[config.mk]
export PLATFORM = sky130hd
export DESIGN_NAME = simd_divsqrt_unit
export DESIGN_NICKNAME = d
export VERILOG_FILES = /design/src/rtl/simd_alu_pkg.sv /design/src/rtl/lane_divsqrt_core.sv /design/src/rtl/simd_divsqrt_unit.sv
export SDC_FILE = /design/constraint.sdc
export NUM_CORES = 2
export LEC_CHECK = 0
export CORE_ASPECT_RATIO = 1.5
export CORE_MARGIN = 5
export CORE_UTILIZATION = 58
export DETAILED_ROUTE_END_ITERATION = 6
export PLACE_DENSITY = 0.76
export SLEW_MARGIN = 10
export SYNTH_ARGS = -nofsm -noshare
export SYNTH_HDL_FRONTEND = slang
export SYNTH_SLANG_ARGS = --single-unit
[constraint.sdc]
create_clock -name clk -period 16.3 [get_ports clk]
set_clock_uncertainty 0.2 [all_clocks]
set_input_delay 1.63 -clock clk [delete_from_list [all_inputs] [get_ports clk]]
set_output_delay 1.63 -clock clk [all_outputs]
set_load 0.02 [all_outputs]
[src/rtl/simd_alu_pkg.sv]
//------------------------------------------------------------------------------
// Module      : simd_alu_pkg
// Description : Shared opcode/width encodings and FSM state type for the
//               vector ALU and the divide/sqrt unit.
// Revision    : 1.0 - initial release
//------------------------------------------------------------------------------
`default_nettype none

package simd_alu_pkg;

    localparam logic [5:0] c_OP_VDIV  = 6'b001110;
    localparam logic [5:0] c_OP_VMOD  = 6'b001111;
    localparam logic [5:0] c_OP_VSQRT = 6'b010010;

    localparam logic [1:0] c_WW_8  = 2'b00;
    localparam logic [1:0] c_WW_16 = 2'b01;
    localparam logic [1:0] c_WW_32 = 2'b10;
    localparam logic [1:0] c_WW_64 = 2'b11;

    typedef enum logic [1:0] {
        ST_IDLE = 2'd0,
        ST_LOAD = 2'd1,
        ST_ITER = 2'd2,
        ST_DONE = 2'd3
    } state_t;

    function automatic int ww_bits(input logic [1:0] ww);
        return 8 << ww;
    endfunction

    function automatic int lane_count(input logic [1:0] ww, input int data_w);
        return data_w / ww_bits(ww);
    endfunction

endpackage

`default_nettype wire

[src/rtl/lane_divsqrt_core.sv]
//------------------------------------------------------------------------------
// Module      : lane_divsqrt_core
// Description : Radix-2 restoring shift-subtract core for one lane: unsigned
//               divide (w steps) or integer square root (w/2 steps).
// Revision    : 1.0 - initial release
//------------------------------------------------------------------------------
`default_nettype none

module lane_divsqrt_core
    import simd_alu_pkg::*;
#(
    parameter int DATA_W = 64
) (
    input  logic              clk,
    input  logic              rst,
    input  logic              i_load,
    input  logic              i_step,
    input  logic              i_mode_sqrt,
    input  logic [1:0]        i_ww,
    input  logic [DATA_W-1:0] i_opa,
    input  logic [DATA_W-1:0] i_opb,
    output logic [DATA_W-1:0] o_quo,
    output logic [DATA_W-1:0] o_rem,
    output logic              o_done
);

    localparam int CW = $clog2(DATA_W) + 1;

    logic [DATA_W-1:0] r_q;
    logic [DATA_W-1:0] r_rem;
    logic [DATA_W-1:0] r_root;
    logic [DATA_W-1:0] r_b;
    logic [CW-1:0]     r_cnt;

    logic [CW-1:0]     w_width;
    logic [CW-1:0]     w_nsteps;
    logic [DATA_W:0]   w_min;
    logic [DATA_W:0]   w_sub;
    logic [DATA_W+1:0] w_diff;
    logic              w_ok;
    logic [DATA_W-1:0] w_q_next;
    logic [DATA_W-1:0] w_rem_next;
    logic [DATA_W-1:0] w_root_next;

    assign w_width  = CW'(ww_bits(i_ww));
    assign w_nsteps = i_mode_sqrt ? (w_width >> 1) : w_width;

    // Sqrt brings down two radicand bits and tries (4*root + 1); divide brings one bit and tries b.
    assign w_min = i_mode_sqrt ? {r_rem[DATA_W-2:0], r_q[DATA_W-1 -: 2]} : {r_rem, r_q[DATA_W-1]};
    assign w_sub = i_mode_sqrt ? {r_root[DATA_W-2:0], 2'b01} : {1'b0, r_b};

    assign w_diff      = {1'b0, w_min} - {1'b0, w_sub};
    assign w_ok        = ~w_diff[DATA_W+1];
    assign w_rem_next  = w_ok ? w_diff[DATA_W-1:0] : w_min[DATA_W-1:0];
    assign w_q_next    = i_mode_sqrt ? {r_q[DATA_W-3:0], 2'b00} : {r_q[DATA_W-2:0], w_ok};
    assign w_root_next = {r_root[DATA_W-2:0], w_ok};

    assign o_quo  = i_mode_sqrt ? w_root_next : w_q_next;
    assign o_rem  = w_rem_next;
    assign o_done = i_step && (r_cnt == w_nsteps - CW'(1));

    always_ff @(posedge clk or posedge rst) begin
        if (rst) begin
            r_q    <= '0;
            r_rem  <= '0;
            r_root <= '0;
            r_b    <= '0;
            r_cnt  <= '0;
        end else if (i_load) begin
            // Left-justify the lane so its MSB is consumed first.
            r_q    <= i_opa << (CW'(DATA_W) - w_width);
            r_rem  <= '0;
            r_root <= '0;
            r_b    <= i_opb;
            r_cnt  <= '0;
        end else if (i_step) begin
            r_q    <= w_q_next;
            r_rem  <= w_rem_next;
            r_root <= w_root_next;
            r_cnt  <= r_cnt + CW'(1);
        end
    end

endmodule

`default_nettype wire

[src/rtl/simd_divsqrt_unit.sv]
//------------------------------------------------------------------------------
// Module      : simd_divsqrt_unit
// Description : Multi-cycle SIMD VDIV/VMOD/VSQRT unit; lanes are processed one
//               at a time through a single shared shift-subtract core.
// Revision    : 1.0 - initial release
//------------------------------------------------------------------------------
`default_nettype none

module simd_divsqrt_unit
    import simd_alu_pkg::*;
#(
    parameter int DATA_W = 64,
    parameter int GRAN   = DATA_W / 8
) (
    input  logic              clk,
    input  logic              reset,
    input  logic              flush,
    input  logic              in_valid,
    output logic              in_ready,
    input  logic [5:0]        in_op,
    input  logic [1:0]        in_ww,
    input  logic [0:DATA_W-1] in_a,
    input  logic [0:DATA_W-1] in_b,
    output logic              out_valid,
    input  logic              out_ready,
    output logic [0:DATA_W-1] out_result,
    output logic [0:GRAN-1]   out_dz,
    output logic              out_err
);

    localparam int SW = $clog2(DATA_W) + 1;

    state_t            r_state;
    logic              r_in_ready;
    logic              r_out_valid;
    logic              r_err;
    logic              r_sqrt;
    logic              r_mod;
    logic [1:0]        r_ww;
    logic [DATA_W-1:0] r_a;
    logic [DATA_W-1:0] r_b;
    logic [DATA_W-1:0] r_result;
    logic [GRAN-1:0]   r_dz;
    logic [SW-1:0]     r_idx;

    logic [SW-1:0]     w_width;
    logic [SW-1:0]     w_lanes;
    logic [SW-1:0]     w_shift;
    logic [DATA_W-1:0] w_mask;
    logic [DATA_W-1:0] w_lane_a;
    logic [DATA_W-1:0] w_lane_b;
    logic [DATA_W-1:0] w_quo;
    logic [DATA_W-1:0] w_rem;
    logic [DATA_W-1:0] w_lane_res;
    logic [GRAN-1:0]   w_gmask;
    logic              w_core_done;
    logic              w_last;
    logic              w_illegal;

    // Lane 0 sits in the most significant bits, so its shift is the largest.
    assign w_width    = SW'(ww_bits(r_ww));
    assign w_lanes    = SW'(lane_count(r_ww, DATA_W));
    assign w_shift    = SW'(DATA_W) - (r_idx + SW'(1)) * w_width;
    assign w_mask     = {DATA_W{1'b1}} >> (SW'(DATA_W) - w_width);
    assign w_gmask    = {GRAN{1'b1}} >> (SW'(GRAN) - (w_width >> 3));
    assign w_lane_a   = (r_a >> w_shift) & w_mask;
    assign w_lane_b   = (r_b >> w_shift) & w_mask;
    assign w_lane_res = (r_mod ? w_rem : w_quo) & w_mask;
    assign w_last     = (r_idx == w_lanes - SW'(1));

    assign w_illegal = !((in_op == c_OP_VDIV) || (in_op == c_OP_VMOD) || (in_op == c_OP_VSQRT))
                       || (ww_bits(in_ww) > DATA_W);

    lane_divsqrt_core #(
        .DATA_W (DATA_W)
    ) u_core (
        .clk         (clk),
        .rst         (reset),
        .i_load      (r_state == ST_LOAD),
        .i_step      (r_state == ST_ITER),
        .i_mode_sqrt (r_sqrt),
        .i_ww        (r_ww),
        .i_opa       (w_lane_a),
        .i_opb       (w_lane_b),
        .o_quo       (w_quo),
        .o_rem       (w_rem),
        .o_done      (w_core_done)
    );

    always_ff @(posedge clk or posedge reset) begin
        if (reset) begin
            r_state     <= ST_IDLE;
            r_in_ready  <= 1'b0;
            r_out_valid <= 1'b0;
            r_err       <= 1'b0;
            r_sqrt      <= 1'b0;
            r_mod       <= 1'b0;
            r_ww        <= '0;
            r_a         <= '0;
            r_b         <= '0;
            r_result    <= '0;
            r_dz        <= '0;
            r_idx       <= '0;
        end else if (flush) begin
            r_state     <= ST_IDLE;
            r_in_ready  <= 1'b1;
            r_out_valid <= 1'b0;
            r_err       <= 1'b0;
            r_result    <= '0;
            r_dz        <= '0;
        end else begin
            case (r_state)
                ST_IDLE: begin
                    if (in_valid && r_in_ready) begin
                        r_in_ready <= 1'b0;
                        r_sqrt     <= (in_op == c_OP_VSQRT);
                        r_mod      <= (in_op == c_OP_VMOD);
                        r_ww       <= in_ww;
                        r_a        <= in_a;
                        r_b        <= in_b;
                        r_idx      <= '0;
                        r_result   <= '0;
                        r_dz       <= '0;
                        r_err      <= w_illegal;
                        r_state    <= w_illegal ? ST_DONE : ST_LOAD;
                    end else begin
                        r_in_ready <= 1'b1;
                    end
                end
                ST_LOAD: r_state <= ST_ITER;
                ST_ITER: begin
                    if (w_core_done) begin
                        r_result <= r_result | (w_lane_res << w_shift);
                        if (!r_sqrt && (w_lane_b == '0))
                            r_dz <= r_dz | (w_gmask << (w_shift >> 3));
                        if (w_last) begin
                            r_state <= ST_DONE;
                        end else begin
                            r_idx   <= r_idx + SW'(1);
                            r_state <= ST_LOAD;
                        end
                    end
                end
                ST_DONE: begin
                    if (!r_out_valid) begin
                        r_out_valid <= 1'b1;
                    end else if (out_ready) begin
                        r_out_valid <= 1'b0;
                        r_state     <= ST_IDLE;
                    end
                end
                default: r_state <= ST_IDLE;
            endcase
        end
    end

    assign in_ready   = r_in_ready;
    assign out_valid  = r_out_valid;
    assign out_result = r_result;
    assign out_dz     = r_dz;
    assign out_err    = r_err;

endmodule

`default_nettype wire

==> impl_results.md <==
* Die Width at 204 µm
* Die Span Y at around 300 µm
* Synth cell types at ~100
* Count of final hold-check violations at 0
* Post-synth EDFFs at 0
* DR iter-0 viols at 4517
* Synth async-reset ratio at 100%
* DRC at 2
* Final nets at a little under 4000
* Status: finished with violations
* Crit-path max FO at 163
* Sum Neg Setup Slack at 0 ns
* Initial antenna violation count at 3
* Failing checks: DRC, capacitance limit
* GRT Resource Usage Total at 43.6%
* Hold Path Class: register to register
* CP max stage cell: o21ai_0
* Commonest cells after routing, fill and taps aside: 476 x dfrtp_1, 459 x nand2_1, 268 x o21ai_0
* Worst rel slew slack at 0.536%
* CP Data Arrival Time at 8.87 ns
* CTS sink cnt at 478
* Vias per cell at 7.18
* IO Port Bufs at 215
* Slew of the pin with the lowest slew margin at 1.48 ns
* Slowest stage delay, CP at 1.12 ns
* CP cell instances: buf_12 -> buf_4 -> o21ai_0 -> ha_1 -> a211o_1 -> or4_1 -> or2_1 -> o2111ai_2 -> nand2_2 -> o21ai_0 -> o221ai_1 -> mux2i_1 -> o21ai_0
* Final Routed Wirelength at 137000 µm
* Critical Path RT at 16.55 ns
* Global-route wire length before repair at a little over 200000 µm
* H-tree depth at 2
* Post-Synth Simple-Gate Area at roughly 14%
* Commonest non-fill, non-tap cell in the layout: dfrtp_1
* Crit path capture type: register
* Post-CTS sizing at 0
* Cts bufs inserted at 48
* Tcrit/Tclk final at a little over half
* Peak Freq at 0.116 GHz
* DR WL/cell at 30.5 µm
* Critical setup path kind: register to register
* Antenna viol nets, final at 0
* Max-cap violations at 1
* Area Growth Syn to Fin at 12.5%
* Mean post-synth cell area at 8.80 µm²
* GRT Residual Overflow at 0
* Post-CTS setup buffers at 0
* Startpoint types: register
* CTS tree: yes
* Max Slew Vio Count at 0
* Final Critical Period at approximately 8.6 ns
* Ys flop type: dfrtp_1
* Vias after detailed routing at approximately 32000
* Final Wtd Congestion at 1.10
* Hold-fix buffers at CTS at 0
* Sequential fraction of the synthesis area at 36.7%
* Clock Root Buffer: clkbuf_16
* Synthesized Nets at ~4000
* Mux cell area share after synthesis at 13.1%
* Worst skew pair latency at 0.63 ns
* Post-Syn Area at 0.0326 mm²
* CP dominant cell by count: o21ai_0
* Initial Util at 58.5%
* Reg clk slew, reported paths at 0.07 ns
* Adder-cell share of the synthesized area at 3.25%
* Die ar. at around 0.061 mm²
* Total I/O pin count at 216
* FF+latch count, synth at 478
* Dpl hpwl at between 100000 and 150000 µm
* Complex-gate fraction of the synthesized area at 25.8%
* Cells after Synth at 3706
* Yosys warnings at 0
* RSZ-0062 raised after global routing: false
* Largest net degree at the start of global routing at about 160
* Largest family of logic cells by synthesized area: compound AO/OA/AOI/OAI gates
* Placement Rows at about 110
* Drt first pass iters at 7
* Vias in the first global route at 30900
* Core box area at about 0.056 mm²
* Xor/xnor share of the synthesized area at 1.68%
* Longest Clk Path Bufs at 3
* Fraction of layout cells with a size suffix above 1 at 9.70%
* Setup violators final at 0
* Filler cells at about 4700
-- kinds of logic after synthesis --
| family | count (synthesis) |
|---|---|
| AND/OR/NAND/NOR | 1029 |
| XOR/XNOR | 61 |
| adder cells (fa/ha/maj) | 84 |
| flip-flops | 478 |
| multiplexers | 383 |
| buffers and inverters | 431 |
| AO/OA/AOI/OAI | 1240 |
-- stage by stage --
stage,area [µm²],instances,setup WS (ns),util [%],hold WS (ns)
floorplan,32600,3706,1.13,-,0.241
global placement,35000,4386,8.36,62.8,0.259
detailed placement,35000,4386,8.25,62.8,0.274
CTS,36700,4474,8.19,65.8,0.290
global route,36700,4474,7.59,65.8,0.302
finish,36700,4476,7.68,65.8,0.289
-- cell type report --
| type | instances | area [µm²] | share of cell area [%] |
|---|---|---|---|
| diodes | 2 | 5.00 | 0.0136 |
| clock buffers | 59 | 1300 | 3.55 |
| clock inverters | 29 | 355 | 0.969 |
| inverters | 140 | 537 | 1.46 |
| multi-input cells | 2797 | 19000 | 51.9 |
| flip-flops and latches | 478 | 12000 | 32.6 |
| well taps | 702 | 878 | 2.39 |
| repair buffers | 269 | 2590 | 7.07 |
-- synth_stat cells, types with 31 or more instances --
library cell / n / share of area (%)
nor2_1: 232 / 2.7
o211ai_1: 44 / 1.0
nor3_1: 59 / 0.91
ha_1: 83 / 3.2
a211oi_1: 57 / 1.3
dfrtp_1: 478 / 37
buf_2: 37 / 0.57
a21o_1: 37 / 0.85
and3_1: 34 / 0.65
o2bb2ai_1: 62 / 1.7
o31ai_1: 31 / 0.71
mux2_2: 152 / 5.3
nand2_1: 460 / 5.3
inv_1: 136 / 1.6
a21oi_1: 258 / 4.0
nand3_1: 69 / 1.1
a22o_1: 54 / 1.5
xnor2_1: 33 / 0.89
mux2i_1: 210 / 6.4
o221ai_1: 46 / 1.2
buf_1: 45 / 0.52
o21a_1: 34 / 0.78
o21ai_0: 268 / 4.1
nor2b_1: 37 / 0.71
o22ai_1: 63 / 1.2
a31oi_1: 52 / 1.0
clkbuf_1: 201 / 2.3
-- layer usage --
layer  wire length [µm]  part of all wire [%]  vias up  track usage (%)
met5                 19                 0.014        -                0
met4              16100                    12        2             37.4
met3              13700                    10      721             9.97
met2              60300                    44     2223             67.7
met1              46600                    34    15400             50.9
li1                   -                     -    13800                -
-- state kept, by name (all words and copies together) (netlist names), 8 cells and up --
register       flops
out_dz             8
out_result        64
r_a               64
r_b               64
u_core.r_b        64
u_core.r_q        64
u_core.r_rem      64
u_core.r_root     63
-- worst max-delay path: cells and delay by family (launching register included) --
| kind | cells | cell delay, ns |
|---|---|---|
| AOI/OAI and AO/OA | 6 | 3.39 |
| and+or+nand+nor | 3 | 1.42 |
| buffers and inverters | 2 | 1.39 |
| DFF | 1 | 1.04 |
| adders and majority gates | 1 | 0.47 |
| muxes | 1 | 0.33 |
-- worst paths after layout --
kind / from / end / slack [ns] / depth (start not counted)
worst max-delay path: r_sqrt / out_result[34] / 7.68 / 13
worst min register to register: out_result[45] / out_result[45] / 0.29 / 2
max in group asynchronous: reset / r_sqrt / 11.50 / 5
worst max register to register: r_sqrt / out_result[34] / 7.68 / 13
min in group asynchronous: reset / r_b[52] / 1.31 / 2
worst min-delay path: out_result[45] / out_result[45] / 0.29 / 2
Power is not shown: default switching activity piles up to over one toggle a cycle in this logic, so the estimate is an artifact.
